$ cat src/rtl/csa_pipe_adder.sv
// -----------------------------------------------------------------------------
// csa_pipe_adder
//   Pipelined carry-select adder/subtractor. The operands are cut into NBLK
//   blocks of BLOCK bits. Each block precomputes its sum and carry for both
//   possible carry-ins in the input stage. Each of the LAT pipeline stages then
//   resolves BPS blocks: the real carry picks one of the two precomputed
//   results, and the carry out of those blocks goes into the stage register.
//   A single global stall (adv) gives valid/ready flow control with
//   backpressure.
//
// Parameters
//   WIDTH  operand/sum width, a multiple of BLOCK
//   BLOCK  bits per carry-select block (>= 2)
//   BPS    blocks resolved per pipeline stage; WIDTH/BLOCK must be a multiple
//
// Ports
//   clk_i        clock, rising edge
//   rst_n_i      synchronous active-low reset
//   in_valid_i   operand beat present
//   in_ready_o   beat accepted this cycle when in_valid_i is also high
//   a_i, b_i     operands
//   c_in_i       carry into the LSB (ignored when sub_i = 1)
//   sub_i        0: a + b + c_in   1: a - b
//   out_valid_o  result beat present
//   out_ready_i  downstream accepts the result
//   sum_o        result
//   c_out_o      carry out of the MSB (for subtract, 1 = no borrow)
//   ovf_o        signed two's-complement overflow
//   zero_o       sum_o == 0
// -----------------------------------------------------------------------------
module csa_pipe_adder #(
  parameter int WIDTH = 32,
  parameter int BLOCK = 8,
  parameter int BPS   = 1
) (
  input  logic             clk_i,
  input  logic             rst_n_i,
  input  logic             in_valid_i,
  output logic             in_ready_o,
  input  logic [WIDTH-1:0] a_i,
  input  logic [WIDTH-1:0] b_i,
  input  logic             c_in_i,
  input  logic             sub_i,
  output logic             out_valid_o,
  input  logic             out_ready_i,
  output logic [WIDTH-1:0] sum_o,
  output logic             c_out_o,
  output logic             ovf_o,
  output logic             zero_o
);

  localparam int NBLK = WIDTH / BLOCK;
  localparam int LAT  = NBLK / BPS;

  localparam logic [BLOCK:0] ONE_B = {{BLOCK{1'b0}}, 1'b1};

  if ((BLOCK < 2) || (WIDTH % BLOCK != 0) || (BPS < 1) || (NBLK % BPS != 0)) begin : g_param_err
    $error("csa_pipe_adder: illegal WIDTH/BLOCK/BPS combination");
  end

  // One pipeline slot. The sum field fills up from the LSB end as stages
  // resolve blocks. s0/s1/c0/c1 are the precomputed per-block results for
  // carry-in 0 and carry-in 1. cy is the resolved carry into the next
  // unresolved block. After the last stage it is the carry out of the MSB.
  // pm is a^Beff at the MSB, so the carry into the MSB can be recovered at the
  // end without carrying it separately.
  typedef struct packed {
    logic             vld;
    logic             cy;
    logic             pm;
    logic [WIDTH-1:0] sum;
    logic [WIDTH-1:0] s0;
    logic [WIDTH-1:0] s1;
    logic [NBLK-1:0]  c0;
    logic [NBLK-1:0]  c1;
  } stage_t;

  logic             adv;
  logic [WIDTH-1:0] beff;
  logic [BLOCK:0]   t0;
  logic [BLOCK:0]   t1;
  stage_t           st0;
  stage_t           src [0:LAT-1];
  stage_t           nxt;
  logic             cy;
  stage_t           st_d [1:LAT];
  stage_t           st_q [1:LAT];
  logic             zero_d;
  logic             ovf_d;
  logic             zero_q;
  logic             ovf_q;

  // Global stall: when the output slot is full and not taken, nothing moves.
  assign adv        = ~st_q[LAT].vld | out_ready_i;
  assign in_ready_o = adv;

  // Operand preparation and per-block dual-carry precompute.
  always_comb begin
    beff    = sub_i ? ~b_i : b_i;
    t0      = '0;
    t1      = '0;
    st0     = '0;
    st0.vld = in_valid_i;
    st0.cy  = sub_i | c_in_i;
    st0.pm  = a_i[WIDTH-1] ^ beff[WIDTH-1];
    for (int j = 0; j < NBLK; j++) begin
      t0 = {1'b0, a_i[j*BLOCK +: BLOCK]} + {1'b0, beff[j*BLOCK +: BLOCK]};
      t1 = t0 + ONE_B;
      st0.s0[j*BLOCK +: BLOCK] = t0[BLOCK-1:0];
      st0.s1[j*BLOCK +: BLOCK] = t1[BLOCK-1:0];
      st0.c0[j]                = t0[BLOCK];
      st0.c1[j]                = t1[BLOCK];
    end
  end

  // Carry resolution. Stage k takes the slot from stage k-1 (or from the
  // operand prep for k = 1) and resolves blocks (k-1)*BPS .. k*BPS-1.
  always_comb begin
    src[0] = st0;
    for (int k = 1; k < LAT; k++) begin
      src[k] = st_q[k];
    end
    nxt = '0;
    cy  = 1'b0;
    for (int k = 1; k <= LAT; k++) begin
      nxt = src[k-1];
      cy  = src[k-1].cy;
      for (int i = 0; i < BPS; i++) begin
        nxt.sum[((k-1)*BPS+i)*BLOCK +: BLOCK] = cy ? src[k-1].s1[((k-1)*BPS+i)*BLOCK +: BLOCK]
                                                   : src[k-1].s0[((k-1)*BPS+i)*BLOCK +: BLOCK];
        cy = cy ? src[k-1].c1[(k-1)*BPS+i] : src[k-1].c0[(k-1)*BPS+i];
      end
      nxt.cy  = cy;
      st_d[k] = nxt;
    end
    zero_d = ~|st_d[LAT].sum;
    // carry into MSB = pm ^ sum[MSB]; overflow when it differs from carry out
    ovf_d  = st_d[LAT].pm ^ st_d[LAT].sum[WIDTH-1] ^ st_d[LAT].cy;
  end

  always_ff @(posedge clk_i) begin
    if (!rst_n_i) begin
      for (int k = 1; k <= LAT; k++) begin
        st_q[k] <= '0;
      end
      zero_q <= 1'b0;
      ovf_q  <= 1'b0;
    end else if (adv) begin
      for (int k = 1; k <= LAT; k++) begin
        st_q[k] <= st_d[k];
      end
      zero_q <= zero_d;
      ovf_q  <= ovf_d;
    end
  end

  assign out_valid_o = st_q[LAT].vld;
  assign sum_o       = st_q[LAT].sum;
  assign c_out_o     = st_q[LAT].cy;
  assign ovf_o       = ovf_q;
  assign zero_o      = zero_q;

endmodule

$ cat config.mk
export PLATFORM = sky130hd
export DESIGN_NAME = csa_pipe_adder
export DESIGN_NICKNAME = d
export VERILOG_FILES = /design/src/rtl/csa_pipe_adder.sv
export SDC_FILE = /design/constraint.sdc
export NUM_CORES = 1
export LEC_CHECK = 0
export CORE_MARGIN = 1
export CORE_UTILIZATION = 60
export CTS_CLUSTER_SIZE = 30
export DETAILED_ROUTE_END_ITERATION = 10
export GPL_ROUTABILITY_DRIVEN = 0
export PLACE_DENSITY_LB_ADDON = 0.2
export SYNTH_ARGS = -nofsm -noshare
export SYNTH_HDL_FRONTEND = slang
export SYNTH_SLANG_ARGS = --single-unit
$ cat constraint.sdc
create_clock -name clk_i -period 12.95 [get_ports clk_i]
set_clock_uncertainty 0.1 [all_clocks]
set_input_delay 3.2375 -clock clk_i [delete_from_list [all_inputs] [get_ports clk_i]]
set_output_delay 3.2375 -clock clk_i [all_outputs]
set_load 0.005 [all_outputs]
=== After elaboration in Yosys (flattened, before gate mapping) ===
Memories as Yosys holds them, arrays and structs flattened.
Index checks and enable logic that the tools add are counted.

* Memories: 1
* RAM bits: 428
* Register bits after elaboration: 2
* Output and inout bits: 37

{| class="wikitable"
|+ Memories
! memory !! words !! width !! rd ports !! clocked after memory_dff !! wr ports !! RTL line !! text
|-
| st_q || 4 || 107 || 4 || 0 || 4 || 87 || <nowiki>stage_t st_q [1:LAT];</nowiki>
|}

* Add/sub/neg operators: 8
* Reductions and logical operators: 2
* Multiplexer cells: 17
* Bitwise operators: 11

{| class="wikitable"
|+ Operators by type and width
! kind !! number
|-
| $mux W107 || 4
|-
| $add A8 B8 Y9 || 4
|-
| $add A9 B1 Y9 const B || 4
|-
| $mux W32 || 1
|-
| $mux W8 || 4
|-
| $not A32 Y32 || 1
|-
| $reduce_or A32 Y1 || 1
|-
| $mux W1 || 8
|-
| $or A1 B1 Y1 || 6
|-
| $xor A1 B1 Y1 || 3
|-
| $logic_not A1 Y1 || 1
|-
| $not A1 Y1 || 1
|}

=== Depth between registers and ports, before layout ===
Gate-level depths: netlist (run 1).
An unclocked memory read counts as a cell.

* Depth in word-level cells: 7
* Mapped depth: 13
* Mapped depth without buffers: 11

=== Least setup slack after synthesis (run 1) ===
Ideal clock, no wire load.

* Path kind: input-to-reg
* Start: input port rst_n_i
* End: register, netlist name st_q[0][108]
* Buffers on the path: 2
* Required time: 11258 ps
* Slack: 4290 ps
* Setup time: 1592 ps
* Arrival: 6967 ps
* Stages on the path: 3
* Path through: clkbuf_1 clkbuf_1 nand2_1

{| class="wikitable"
|+ RTL lines
! what !! RTL line !! text
|-
| start: declaration || 37 || <nowiki>input logic rst_n_i,</nowiki>
|}

=== Worst setup path in the final report (run 1) ===
* Start: input port out_ready_i
* End: output port in_ready_o

* Longest elaborated chain between the ends: 1

{| class="wikitable"
|+ RTL lines
! what !! RTL line !! text
|-
| start: declaration || 45 || <nowiki>input logic out_ready_i,</nowiki>
|-
| $or A1 B1 Y1 || 94 || <nowiki>assign adv = ~st_q[LAT].vld | out_ready_i;</nowiki>
|-
| end: declaration || 39 || <nowiki>output logic in_ready_o,</nowiki>
|}

No other way between the ends.

==> metrics.md, run 1 <==
| Metric | Value |
|---|---|
| Status | `finished, final reports clean` |
| Layout cells sized above 1 | `roughly 5.7%` |
| Pleak | `between 0.005 and 0.006 uW` |
| FFs w/ async S/R, synth | `0%` |
| Starting Density | `62.3%` |
| CTS max path bufs | `3` |
| PostCTS Resize Cnt | `0` |
| Reg clk slew, reported paths | `0.06 ns` |
| Xor and xnor area share after synthesis | `~6.5%` |
| Dpl cell area | `around 11,000 sq um` |
| Residual DRC | `0` |
| Multiplexer area fraction after synthesis | `roughly 3.2%` |
| Hold Buf Count CTS | `0` |
| 1st-iter DRT viols | `360` |
| Final cell count without fillers | `1,116` |
| Most common cell on crit path | `clkdlybuf4s50_1` |
| TritonCTS clock tree | `done` |
| Required time worst endpoint | `between 9 and 10 ns` |
| Final setup fails | `0` |
| Most common cell after layout, fill and taps aside | `edfxtp_1` |
| Gate Count Post-Synth | `around 800` |
| Register Area | `between 6000 and 7000 sq um` |
| Antenna violations before repair | `0` |
| CP cell instances | `clkdlybuf4s50_1, nor2b_1, inv_2, clkdlybuf4s50_1` |
| Peak Freq | `roughly 0.13 GHz` |
| Cell row count | `46` |
| Sequential fraction of the synthesis area | `between 50% and 60%` |
| Worst Setup End Kind | `output port` |
| Synth Cell Area | `approximately 10,000 sq um` |
| Crit path DAT | `roughly 4.5 ns` |
| Vias in the first global route | `around 6,000` |
| Via count | `6,408` |
| Largest net degree at the start of global routing | `roughly 120` |
| Full die area | `between 15,000 and 20,000 sq um` |
| Multi-input logic area | `about 3800 sq um` |
| Worst Tran Pin Value | `~1.2 ns` |
| Post-Layout Inst Area | `~12,000 sq um` |
| Nets | `about 1,000` |
| I/O pins | `approximately 110` |
| Number of synthesized flops with an enable pin | `199` |
| Final Hold Fails | `0` |
| Largest family of logic cells by synthesized area | `simple AND/OR/NAND/NOR gates` |
| CP max-delay cell | `clkdlybuf4s50_1` |
| Simple-gate share of the synthesized area | `around 16%` |
| Worst Hold Margin | `0.408 ns` |
| Worst hold path type | `flip-flop to flip-flop` |
| Synthesized flop and latch total | `around 200` |
| Avg Cell Area, Syn | `12.5 sq um` |
| Synth Area in Adders | `5.53%` |
| Global-route wire length before repair | `28.6 mm` |
| Core Region | `16,100 sq um` |
| Fillers | `1,055` |
| Kind of critical path | `primary input to output port` |
| Syn-to-layout area delta | `17.6%` |
| Pwr per Cell Area | `roughly 140 nW/um^2` |
| Die width | `131 microns` |
| Worst vdd ir | `approximately 0.000075 V` |
| Die Ht | `between 100 and 150 microns` |
| DR pass1 iterations | `5` |
| Wire length per cell | `about 16 microns` |
| H-tree Lvls | `1` |
| Placed cells | `~1,100` |
| Final wirelength | `around 17 mm` |
| Synthesized net count | `around 900` |
| Tcrit/Tclk final | `60.1%` |
| Congestion Overflow GR | `0` |
| RSZ-0062 raised after global routing | `no` |
| TritonCTS Sinks | `~200` |
| Setup TNS | `0 ns` |
| Synth warn | `0` |
| CP peak stage delay | `approximately 0.44 ns` |
| Detail Placement HPWL | `between 10 and 15 mm` |
| Synth cell types | `between 60 and 70` |
| Via density | `approximately 5.7` |
| Total track usage | `20.2%` |
| Final worst path period need | `slightly below 8 ns` |
| Final Max Slew Viols | `0` |
| Setup bufs post-CTS | `0` |
| Worst Setup Start Kind | `primary input` |
| Max Cap Viol | `0` |
| Main synth FF type | `edfxtp_1` |
| CTS buffer count | `19` |
| Port buffer count | `106` |
| N_diodes | `0` |
| Synth Area in Compound Gates | `5.71%` |
| Clock Latency Late Sink | `between 0.4 and 0.5 ns` |
| Most frequent cells in the layout | `199 x edfxtp_1, 128 x and3_1, 104 x clkdlybuf4s50_1, 74 x nor2_1, 44 x xor2_1` |
| Clock root cell | `clkbuf_16` |
| CP Max Fanout | `3` |
| Max-slew headroom | `roughly a fifth` |
| Final ANT Viol Nets | `0` |
| Final core occ | `between 70% and 80%` |
flip-flops by register name (all words and copies together), names as in the netlist:
signal	flops
zero_o	1
st_q	199
ovf_o	1
where the power goes:
group	leakage (uW)	switching (uW)	total, uW	internal (uW)
Clock	0.000294	223	522	299
Sequential	0.00238	26.3	830	804
Combinational	0.00243	161	306	145
Yosys cell counts (all sizes together), types with 6 or more instances:
master	count	share of area (%)
edfxtp	199	60
and3	128	8.0
nor2	75	2.8
xor2	44	3.8
clkbuf	41	1.5
ha	38	4.7
xnor2	30	2.6
mux2i	29	2.9
inv	26	0.97
a21oi	21	1.0
nor3	17	0.85
nand2	16	0.60
nor4	15	1.0
nand3	12	0.60
and2	10	0.62
o21ai	10	0.50
o21a	6	0.45
o31a	6	0.52
worst paths after layout:
path         depth (start not counted)            to         start  slack (ns)
min reg2reg                          1         ovf_o         ovf_o        0.41
max reg2reg                          3  st_q[0][127]  st_q[0][534]        9.88
max                                  4    in_ready_o   out_ready_i        5.16
min                                  1         ovf_o         ovf_o        0.41
critical path: cells and delay by family:
family	cells	cell delay (ns)
buf+inv	3	0.90
simple gates	1	0.31
per-stage QoR:
| stage | power (uW) | setup WS (ns) |
|---|---|---|
| 2_1_floorplan | 1050 | 4.29 |
| 3_3_place_gp | 1130 | 5.17 |
| 3_5_place_dp | 1150 | 5.15 |
| 4_1_cts | 1660 | 5.15 |
| 5_1_grt | 1730 | 5.08 |
| 6_report | 1660 | 5.16 |
kinds of logic (layout without fill, tap and decap cells):
| kind of cell | Yosys count | count (layout) |
|---|---|---|
| AO/OA/AOI/OAI | 81 | 81 |
| XOR/XNOR | 74 | 74 |
| adder cells (fa/ha/maj) | 42 | 42 |
| buffers and inverters | 72 | 170 |
| flip-flops | 201 | 201 |
| multiplexers | 32 | 32 |
| AND/OR/NAND/NOR | 300 | 300 |
area by class of cell:
class | count | share of cell area [%]
multi-input cells | 529 | 31.8
clock buffers | 24 | 4.27
well taps | 216 | 2.29
repair buffers | 110 | 9.16
clock inverters | 10 | 0.721
flip-flops and latches | 201 | 51.0
inverters | 26 | 0.827
metal layers:
metal  global-route usage (%)  share of wire, %
met2                     35.3                50
met1                     26.4                43
met4                     5.56               1.8
met5                        0                 0
met3                     2.74               5.4
Power figures use the tool's default switching activity.
==> inputs of run 2 (changes only) <==
--- a/config.mk
+++ b/config.mk
@@ -6,7 +6,7 @@
 export NUM_CORES = 1
 export LEC_CHECK = 0
 export CORE_MARGIN = 1
-export CORE_UTILIZATION = 60
+export CORE_UTILIZATION = 52
 export CTS_CLUSTER_SIZE = 30
 export DETAILED_ROUTE_END_ITERATION = 10
 export GPL_ROUTABILITY_DRIVEN = 0
==> constraint.sdc (replaced) <==
create_clock -name clk_i -period 6.9 [get_ports clk_i]
set_clock_uncertainty 0.1 [all_clocks]
set_input_delay 1.725 -clock clk_i [delete_from_list [all_inputs] [get_ports clk_i]]
set_output_delay 1.725 -clock clk_i [all_outputs]
set_load 0.005 [all_outputs]
==> run 2 against run 1 <==
Count of clock-buffer cells in the layout is 6 higher. First-iteration DRC count is 18% higher. Via count is 0.61% lower. Clock power is 97% higher. Total power is 90% higher. Cell count is 4.2% higher. Worst hold slack better by 0.0019 ns. Design area is 0.93% higher. Sequential power is 88% higher. Combinational power is 88% higher. Sequential share of layout area is 0.47 points lower.
==> metrics.md, run 2 (synthesized netlist as in run 1, its figures left out) <==
| Metric | Value |
|---|---|
| Max Cap Viol | `0 (unchanged)` |
| Total track usage | `18.0% (was 20.2%)` |
| Most common cell on crit path | `clkdlybuf4s50_1 (unchanged)` |
| DR pass1 iterations | `5 (unchanged)` |
| Final Hold Fails | `0 (unchanged)` |
| Worst Setup Start Kind | `primary input (unchanged)` |
| Pleak | `0.00513 uW (was 0.00511 uW)` |
| Die width | `141 microns (was 131 microns)` |
| Via count | `6,369 (was 6,408)` |
| Placed cells | `1,127 (was 1,082)` |
| Hold Buf Count CTS | `0 (unchanged)` |
| CP Max Fanout | `3 (unchanged)` |
| Worst vdd ir | `0.000149 V (was 0.0000751 V)` |
| Layout cells sized above 1 | `5.87% (was 5.67%)` |
| Hold Path Stages | `1 (unchanged)` |
| Antenna violations before repair | `0 (unchanged)` |
| Crit path depth | `4 (unchanged)` |
| Final worst path period need | `~4.9 ns` |
| Most common cell after layout, fill and taps aside | `edfxtp_1 (unchanged)` |
| TritonCTS clock tree | `done (unchanged)` |
| Final cell count without fillers | `1,163 (was 1,116)` |
| Final ANT Viol Nets | `0 (unchanged)` |
| Worst setup path startpoint | `out_ready_i (unchanged)` |
| Largest net degree at the start of global routing | `155 (was 124)` |
| Port buffer count | `106 (unchanged)` |
| Final Max Slew Viols | `0 (unchanged)` |
| Reg2reg path depth | `6 (was 3)` |
| CP cell instances | `clkdlybuf4s50_1, nor2b_1, inv_2, clkdlybuf4s50_1 (unchanged)` |
| Reg clk slew, reported paths | `0.06 ns (about the same)` |
| Starting Density | `53.3% (was 62.3%)` |
| Required time worst endpoint | `5.08 ns (was 9.61 ns)` |
| Setup bufs post-CTS | `0 (unchanged)` |
| HP Start | `ovf_o (unchanged)` |
| Max-slew headroom | `24.1% (was 18.9%)` |
| Residual DRC | `0 (unchanged)` |
| Global-route wire length before repair | `29.2 mm (was 28.6 mm)` |
| Vias in the first global route | `6,102 (was 5,998)` |
| CP peak stage delay | `0.45 ns (was 0.44 ns)` |
| Largest register FFs | `199 (unchanged)` |
| Most frequent cells in the layout | `199 x edfxtp_1, 128 x and3_1, 104 x clkdlybuf4s50_1, 74 x nor2_1, 44 x xor2_1 (unchanged)` |
| H-tree Lvls | `1 (unchanged)` |
| Final setup fails | `0 (unchanged)` |
| Via density | `5.48 (was 5.74)` |
| Tcrit/Tclk final | `a little under three quarters` |
| Die Ht | `141 microns (was 131 microns)` |
| Worst Setup End Kind | `output port (unchanged)` |
| Core Region | `18,800 sq um (was 16,100 sq um)` |
| Peak Freq | `0.204 GHz` |
| N_diodes | `0 (unchanged)` |
| Crit path DAT | `3.08 ns (was 4.45 ns)` |
| PostCTS Resize Cnt | `0 (unchanged)` |
| Setup TNS | `0 ns (unchanged)` |
| Delay-heaviest family, CP | `buffers and inverters (unchanged)` |
| CTS max path bufs | `3 (unchanged)` |
| Clock Latency Late Sink | `0.49 ns (was 0.47 ns)` |
| Worst hold path type | `flip-flop to flip-flop (unchanged)` |
| Wire length per cell | `15.2 microns (was 15.6 microns)` |
| CP Buf/Inv Count | `3 (unchanged)` |
| Congestion Overflow GR | `0 (unchanged)` |
| Detail Placement HPWL | `11.9 mm (was 11.5 mm)` |
| TritonCTS Sinks | `201 (unchanged)` |
| Clock root cell | `clkbuf_16 (unchanged)` |
| Worst Tran Pin Value | `1.14 ns (was 1.22 ns)` |
| RSZ-0062 raised after global routing | `no (unchanged)` |
| Full die area | `19,900 sq um (was 17,300 sq um)` |
| CP max-delay cell | `clkdlybuf4s50_1 (unchanged)` |
| Pwr per Cell Area | `265 nW/um^2 (was 140 nW/um^2)` |
| FF-to-FF Start | `st_q[0][534] (unchanged)` |
| Status | `finished, final reports clean (unchanged)` |
| Nets | `1,001 (was 999)` |
| Syn-to-layout area delta | `18.7% (was 17.6%)` |
| CTS buffer count | `20 (was 19)` |
| I/O pins | `107 (unchanged)` |
| Top reg by flops | `st_q (unchanged)` |
| Final wirelength | `17.7 mm (was 17.4 mm)` |
| Cell row count | `50 (was 46)` |
| 1st-iter DRT viols | `423 (was 360)` |
| Kind of critical path | `primary input to output port (unchanged)` |
-- run 2: changes by cell type in the layout (fill, tap and decap cells not counted), sizes merged --
cell,previous run,this run
buf,6,7
clkinvlp,0,1
clkbuf,24,30
clkinv,7,4
inv,28,27
bufinv,1,0
-- run 2: path summary, 6_finish.rpt --
check                                     to  slack (ns)
worst max-delay path              in_ready_o        2.00
worst min-delay path                   ovf_o        0.41
worst max register to register  st_q[0][110]        3.78
worst min register to register         ovf_o        0.41
-- run 2: layout make-up --
type                       instances  area [sq um]
timing repair buffer             111          1090
inverter                          26          97.6
clock inverter                     6          38.8
multi-input combinational        529          3760
sequential                       201          6020
fill                            1449          6910
clock buffer                      30           589
tap                              260           325
-- run 2: metal layers --
| layer | track usage (%) | vias to the layer above | share of wire, % |
|---|---|---|---|
| met4 | 5.78 | 0 | 2.0 |
| met2 | 29.9 | 195 | 47 |
| met1 | 24.6 | 3005 | 46 |
| li1 | - | 3140 | - |
| met3 | 2.62 | 29 | 4.9 |
| met5 | 0 | - | 0 |
-- run 2: metrics by stage --
stage / setup slack [ns] / total power [uW] / cell area (sq um) / hold WS (ns) / utilization [%]
floorplan: 1.77 / 1980 / 10000 / 0.360 / -
global placement: 1.82 / 2130 / 11300 / 0.384 / 59.9
detailed placement: 1.66 / 2150 / 11300 / 0.404 / 59.9
CTS: 1.98 / 3170 / 11900 / 0.421 / 63.3
global route: 1.93 / 3290 / 11900 / 0.435 / 63.3
finish: 2.00 / 3160 / 11900 / 0.410 / 63.3
-- run 2: power breakdown --
| part | internal, uW | switching [uW] |
|---|---|---|
| logic | 273 | 302 |
| clock network | 594 | 431 |
| registers | 1510 | 48.7 |
| total | 2380 | 782 |
==> inputs of run 3 (changes only) <==
==> constraint.sdc (replaced) <==
create_clock -name clk_i -period 4 [get_ports clk_i]
set_clock_uncertainty 0.1 [all_clocks]
set_input_delay 1 -clock clk_i [delete_from_list [all_inputs] [get_ports clk_i]]
set_output_delay 1 -clock clk_i [all_outputs]
set_load 0.005 [all_outputs]
==> run 3 against run 2 <==
Combinational power increased by 81%. Cell count increased by 1.9%. Core utilization increased by 1.3 points. Global-route usage increased by 0.14 points. Clock power increased by 81%. First-iteration DRC count decreased by 19%. Design area increased by 2.1%. Register-to-register slack got worse by 1.9 ns. Critical path depth increased by 7. Critical endpoint is now st_q[0][110].
==> metrics.md, run 3 (synthesized netlist as in run 1, its figures left out) <==
| Metric | Value |
|---|---|
| Status | `finished, final reports clean (unchanged)` |
| Wire length per cell | `14.8 microns (was 15.2 microns)` |
| Nets | `1,024 (was 1,001)` |
| DR pass1 iterations | `5 (unchanged)` |
| Via density | `5.42 (was 5.48)` |
| Sequential power share | `48.0% (was 49.3%)` |
| FF-to-FF Start | `st_q[0][534] (unchanged)` |
| Worst Setup Start Kind | `primary input (unchanged)` |
| Setup bufs post-CTS | `0 (unchanged)` |
| Die Ht | `141 microns (unchanged)` |
| R2R setup slack | `1.91 ns (was 3.78 ns)` |
| CTS buffer count | `20 (unchanged)` |
| Hold Buf Count CTS | `0 (unchanged)` |
| Worst hold path type | `flip-flop to flip-flop (unchanged)` |
| Crit path DAT | `3.73 ns (was 3.08 ns)` |
| Switching power | `1320 uW (was 782 uW)` |
| Final cell count without fillers | `1,185 (was 1,163)` |
| Fillers | `1,404 (was 1,449)` |
| N_diodes | `0 (unchanged)` |
| Cell row count | `50 (unchanged)` |
| Final ANT Viol Nets | `0 (unchanged)` |
| Required time worst endpoint | `4.13 ns (was 5.08 ns)` |
| RSZ-0062 raised after global routing | `no (unchanged)` |
| Residual DRC | `0 (unchanged)` |
| Detail Placement HPWL | `12.3 mm (was 11.9 mm)` |
| Via count | `6,420 (was 6,369)` |
| Congestion Overflow GR | `0 (unchanged)` |
| Worst Tran Pin Value | `0.915 ns (was 1.14 ns)` |
| Port buffer count | `106 (unchanged)` |
| I/O pins | `107 (unchanged)` |
| Met1 GRT Util | `24.8% (was 24.6%)` |
| Comb power frac | `18.7% (was 18.2%)` |
| Kind of critical path | `primary input to flip-flop (was primary input to output port)` |
| Final setup fails | `0 (unchanged)` |
| Placed cells | `1,150 (was 1,127)` |
| Tcrit/Tclk final | `around nine tenths` |
| Final wirelength | `17.6 mm (was 17.7 mm)` |
| Largest register FFs | `199 (unchanged)` |
| Delay-heaviest family, CP | `simple AND/OR/NAND/NOR gates (was buffers and inverters)` |
| Grt met3 use | `2.45% (was 2.62%)` |
| H-tree Lvls | `1 (unchanged)` |
| Pwr per Cell Area | `460 nW/um^2 (was 265 nW/um^2)` |
| Total power | `5590 uW (was 3160 uW)` |
| Total track usage | `18.2% (was 18.0%)` |
| TritonCTS clock tree | `done (unchanged)` |
| TritonCTS Sinks | `201 (unchanged)` |
| CP max-delay cell | `clkdlybuf4s50_1 (unchanged)` |
| Peak Freq | `~0.28 GHz` |
| CP peak stage delay | `0.47 ns (was 0.45 ns)` |
| Final Hold Fails | `0 (unchanged)` |
| Global routing usage on met2 | `30.7% (was 29.9%)` |
| Final core occ | `64.6% (was 63.3%)` |
| Core Region | `18,800 sq um (unchanged)` |
| Pint | `4270 uW (was 2380 uW)` |
| Most frequent cells in the layout | `199 x edfxtp_1, 128 x and3_1, 104 x clkdlybuf4s50_1, 74 x nor2_1, 44 x xor2_1 (unchanged)` |
| Worst reg2reg endpoint | `st_q[0][287] (was st_q[0][110])` |
| Largest net degree at the start of global routing | `121 (was 155)` |
| Worst hold endpoint | `zero_o (was ovf_o)` |
| CP Buf/Inv Count | `2 (was 3)` |
| Post-Layout Inst Area | `12,200 sq um (was 11,900 sq um)` |
| CP Max Fanout | `2 (was 3)` |
| Final Max Slew Viols | `0 (unchanged)` |
| GR peak layer | `met2 (unchanged)` |
| Reg clk slew, reported paths | `0.06 ns (about the same)` |
| Vias in the first global route | `6,181 (was 6,102)` |
| Starting Density | `53.3% (unchanged)` |
| Reg2reg path depth | `5 (was 6)` |
| Max-slew headroom | `39.0% (was 24.1%)` |
| Switching Share | `23.6% (was 24.8%)` |
| 1st-iter DRT viols | `341 (was 423)` |
| Max Cap Viol | `0 (unchanged)` |
| Top reg by flops | `st_q (unchanged)` |
| PostCTS Resize Cnt | `0 (unchanged)` |
| Full die area | `19,900 sq um (unchanged)` |
| Worst vdd ir | `0.000249 V (was 0.000149 V)` |
| CP cell instances | `clkdlybuf4s50_1, xor2_1, ha_1, inv_1, fa_1, nand2b_1, a21oi_1, nor4_1, or3_1, nor4_2, mux2_2 (was clkdlybuf4s50_1, nor2b_1, inv_2, clkdlybuf4s50_1)` |
| Syn-to-layout area delta | `21.1% (was 18.7%)` |
| Most common cell after layout, fill and taps aside | `edfxtp_1 (unchanged)` |
| Clock root cell | `clkbuf_16 (unchanged)` |
| Clock Latency Late Sink | `0.48 ns (was 0.49 ns)` |
| Hold Path Stages | `2 (was 1)` |
| Die width | `141 microns (unchanged)` |
| Dpl cell area | `11,500 sq um (was 11,300 sq um)` |
| HP Start | `zero_o (was ovf_o)` |
| Worst Setup End Kind | `flip-flop (was output port)` |
| Final worst path period need | `roughly 3.6 ns` |
| Antenna violations before repair | `0 (unchanged)` |
| Pleak | `0.00527 uW (was 0.00513 uW)` |
| CTS max path bufs | `3 (unchanged)` |
| Clock Power Share | `33.3% (was 32.5%)` |
| Layout cells sized above 1 | `8.11% (was 5.87%)` |
| Global-route wire length before repair | `29.4 mm (was 29.2 mm)` |
## run 3: cell types whose count changed in the layout (fill, tap and decap cells not counted), sizes merged
cell / previous run / this run
bufinv: 0 / 3
clkbuf: 30 / 24
inv: 27 / 26
buf: 7 / 30
clkinv: 4 / 7
## run 3: metal layers
| layer | vias to the layer above | wire (microns) |
|---|---|---|
| met5 | - | 0 |
| met4 | 0 | 251 |
| met3 | 17 | 751 |
| met2 | 187 | 8400 |
| met1 | 3017 | 8150 |
| li1 | 3199 | - |
## run 3: area by class of cell
cell class,instances,area (sq um),share of cell area (%)
Clock buffer,24,537,4.41
Clock inverter,11,129,1.06
Inverter,26,97.6,0.802
Tap cell,260,325,2.67
Sequential cell,201,6020,49.5
Timing Repair Buffer,134,1300,10.7
Multi-Input combinational cell,529,3760,30.9
## run 3: power groups by stage
stage	combinational [uW]	clock, uW	sequential, uW
6_report	1040	1860	2680
5_1_grt	1160	1990	2710
2_1_floorplan	720	0	2690
4_1_cts	1040	1900	2690
3_3_place_gp	1010	0	2720
3_5_place_dp	1040	0	2730
## run 3: worst register-to-register path, cell delays in order, from the launching register on
cell and delay (ns):
edfxtp_1 0.38, nor2b_1 0.15, buf_4 0.15, inv_2 0.10, buf_4 0.72, and3_1 0.34
## run 3: through the flow
step                      hold WS [ns]  TNS [ns]  setup WS [ns]
after detailed placement         0.388   -0.0986        -0.0981
after global routing             0.437         0          0.259
after CTS                        0.405         0          0.418
after floorplan                  0.360         0         0.0707
after global placement           0.399         0         0.0221
final                            0.410         0          0.404
## run 3: worst max path at each step
stage / start / cells after the start / to / slack [ns]
3_3_place_gp: b_i[24] / 11 / st_q[0][110] / 0.02
6_report: b_i[24] / 11 / st_q[0][110] / 0.40
3_5_place_dp: b_i[24] / 11 / st_q[0][110] / -0.1
2_1_floorplan: sub_i / 12 / st_q[0][109] / 0.07
5_1_grt: b_i[0] / 12 / st_q[0][184] / 0.26
4_1_cts: b_i[24] / 11 / st_q[0][110] / 0.42
==> RTL change: new RTL, config.mk and constraints of run 2 <==
Change the parameter `WIDTH` from 32 to 64.
--- a/src/rtl/csa_pipe_adder.sv
+++ b/src/rtl/csa_pipe_adder.sv
@@ -31,3 +31,3 @@
 module csa_pipe_adder #(
-  parameter int WIDTH = 32,
+  parameter int WIDTH = 64,
   parameter int BLOCK = 8,
Ports: changed (resized a_i, b_i and sum_o); port bits go from 107 to 203. No check against the original RTL was run, so the function may have changed too.
==> RTL change against run 2 <==
- the flow now finishes with violations (design-rule violations)
- largest cell class unchanged
- power grew to 3.5 times the old value
- die area grew to 3.4 times the old value
- via count grew to 2.9 times the old value
- routed wire length grew to 3.3 times the old value
- sequential cell count is 616 higher
- non-clock buffer count is 114 higher
- design area grew to 3.4 times the old value
- fmax is 9.4% lower
- area after synthesis grew to 3.5 times the old value
- clock power grew to 4.0 times the old value
- core utilization is 2.7 points lower
- register-to-register slack better by 50 ps
- worst setup slack worse by 510 ps
==> RTL change: results (changes against run 2) <==
| Stage | Result | Value | Change |
|:---|:---|:---|:---|
| place | Number of port buffers | 202 | +91% |
| clock tree | Htree depth | 3 | +2 |
| worst setup path | Worst stage delay on the critical path | 620 ps | +170 ps |
| sta | Relative slew slack | 27.61% | +3.5 points |
| yosys | Syn avg cell area | 14.33 µm² | +14% |
| global routing | Routing usage on met1 | 26.06% | +1.5 points |
| worst setup path | WP data arrival | 3580 ps | +500 ps |
| drt | Routed metal-1 wire length | 29180 µm | +250% |
| place | Placement Cell Area | 37470 µm² | +230% |
| worst setup path | Critical R2R Launch | st_q[0][1898] |  |
| global routing | Wire length of the first global-routing pass | 92560 µm | +220% |
| yosys | Synth Area in Compound Gates | 2.034% | -3.7 points |
| drt | DR iter-0 viols | 1572 | +270% |
| run status | Run status | complete, but fails checks |  |
| drt | Top layer used by detailed routing | met5 |  |
| yosys | Post-Syn Nets | 2642 | +190% |
| yosys | Most frequent cells after synthesis | sky130_fd_sc_hd__edfxtp_1, sky130_fd_sc_hd__and3_1, sky130_fd_sc_hd__nor2_1, sky130_fd_sc_hd__clkbuf_1, sky130_fd_sc_hd__xor2_1 |  |
| worst setup path | Critical-path maximum fanout | 69 | +66 |
| drt | Met3 routed WL | 2432 µm | +180% |
| pwr | Flop+latch power | 5.88 mW | +280% |
| yosys | Sequential cell area fraction in the yosys report | 70.54% | +11 points |
| drt | Drc violations | 23 | +23 |
| cells and area | Final net count | 2772 | +180% |
| drt | Met2 routed WL | 25170 µm | +200% |
| drt | Wire length reported by the detailed router | 57880 µm | +230% |
| drt | Number of vias per cell | 5.288 | -3.4% |
| sta | Worst-case hold slack | 421.2 ps | +10.97 ps |
| clock tree | Total clock buffers created by CTS | 78 | +290% |
| yosys | Post-synthesis share of cell area spent on xor and xnor gates | 3.982% | -2.5 points |
| pwr | Internal power contribution | 8.655 mW | +260% |
| yosys | Top cells by area in the synthesized netlist | sky130_fd_sc_hd__edfxtp_1, sky130_fd_sc_hd__and3_1, sky130_fd_sc_hd__xor2_1 |  |
| run status | Violations in the final reports | design-rule violations |  |
| place | Sum of net half-perimeters after detailed placement | 35260 µm | +200% |
| pwr | Lkg Pwr | 18.23 nW | +260% |
| pwr | Part of the total power dissipated in the clock network | 37.4% | +4.9 points |
| worst setup path | FF-to-FF path depth | 5 | -1 |
| global routing | Via count of the first global-routing pass | 17535 | +190% |
| worst setup path | Reg2Reg Capture Point | st_q[0][1201] |  |
| yosys | Number of flops mapped to enable cells by yosys | 815 | +310% |
| yosys | Count of unique library cells instantiated by Yosys | 46 | -26% |
## RTL change: cell types whose count changed in the layout (fill, tap and decap cells not counted), moves of 14 or more
cell	run 2	this run
sky130_fd_sc_hd__xnor2_1	30	47
sky130_fd_sc_hd__a21oi_1	21	38
sky130_fd_sc_hd__and3_1	128	653
sky130_fd_sc_hd__clkdlybuf4s50_1	104	200
sky130_fd_sc_hd__ha_1	38	75
sky130_fd_sc_hd__buf_4	5	19
sky130_fd_sc_hd__inv_1	25	39
sky130_fd_sc_hd__nor2_1	74	184
sky130_fd_sc_hd__xor2_1	44	111
sky130_fd_sc_hd__mux2i_1	29	64
sky130_fd_sc_hd__clkbuf_16	21	81
sky130_fd_sc_hd__edfxtp_1	199	815
## RTL change: area by class of cell
class	instances	share of cell area, %
clock inverters	43	0.9864
multi-input cells	1393	23.66
well taps	864	2.706
repair buffers	225	5.655
flip-flops and latches	817	61.35
clock buffers	97	5.248
inverters	40	0.3946
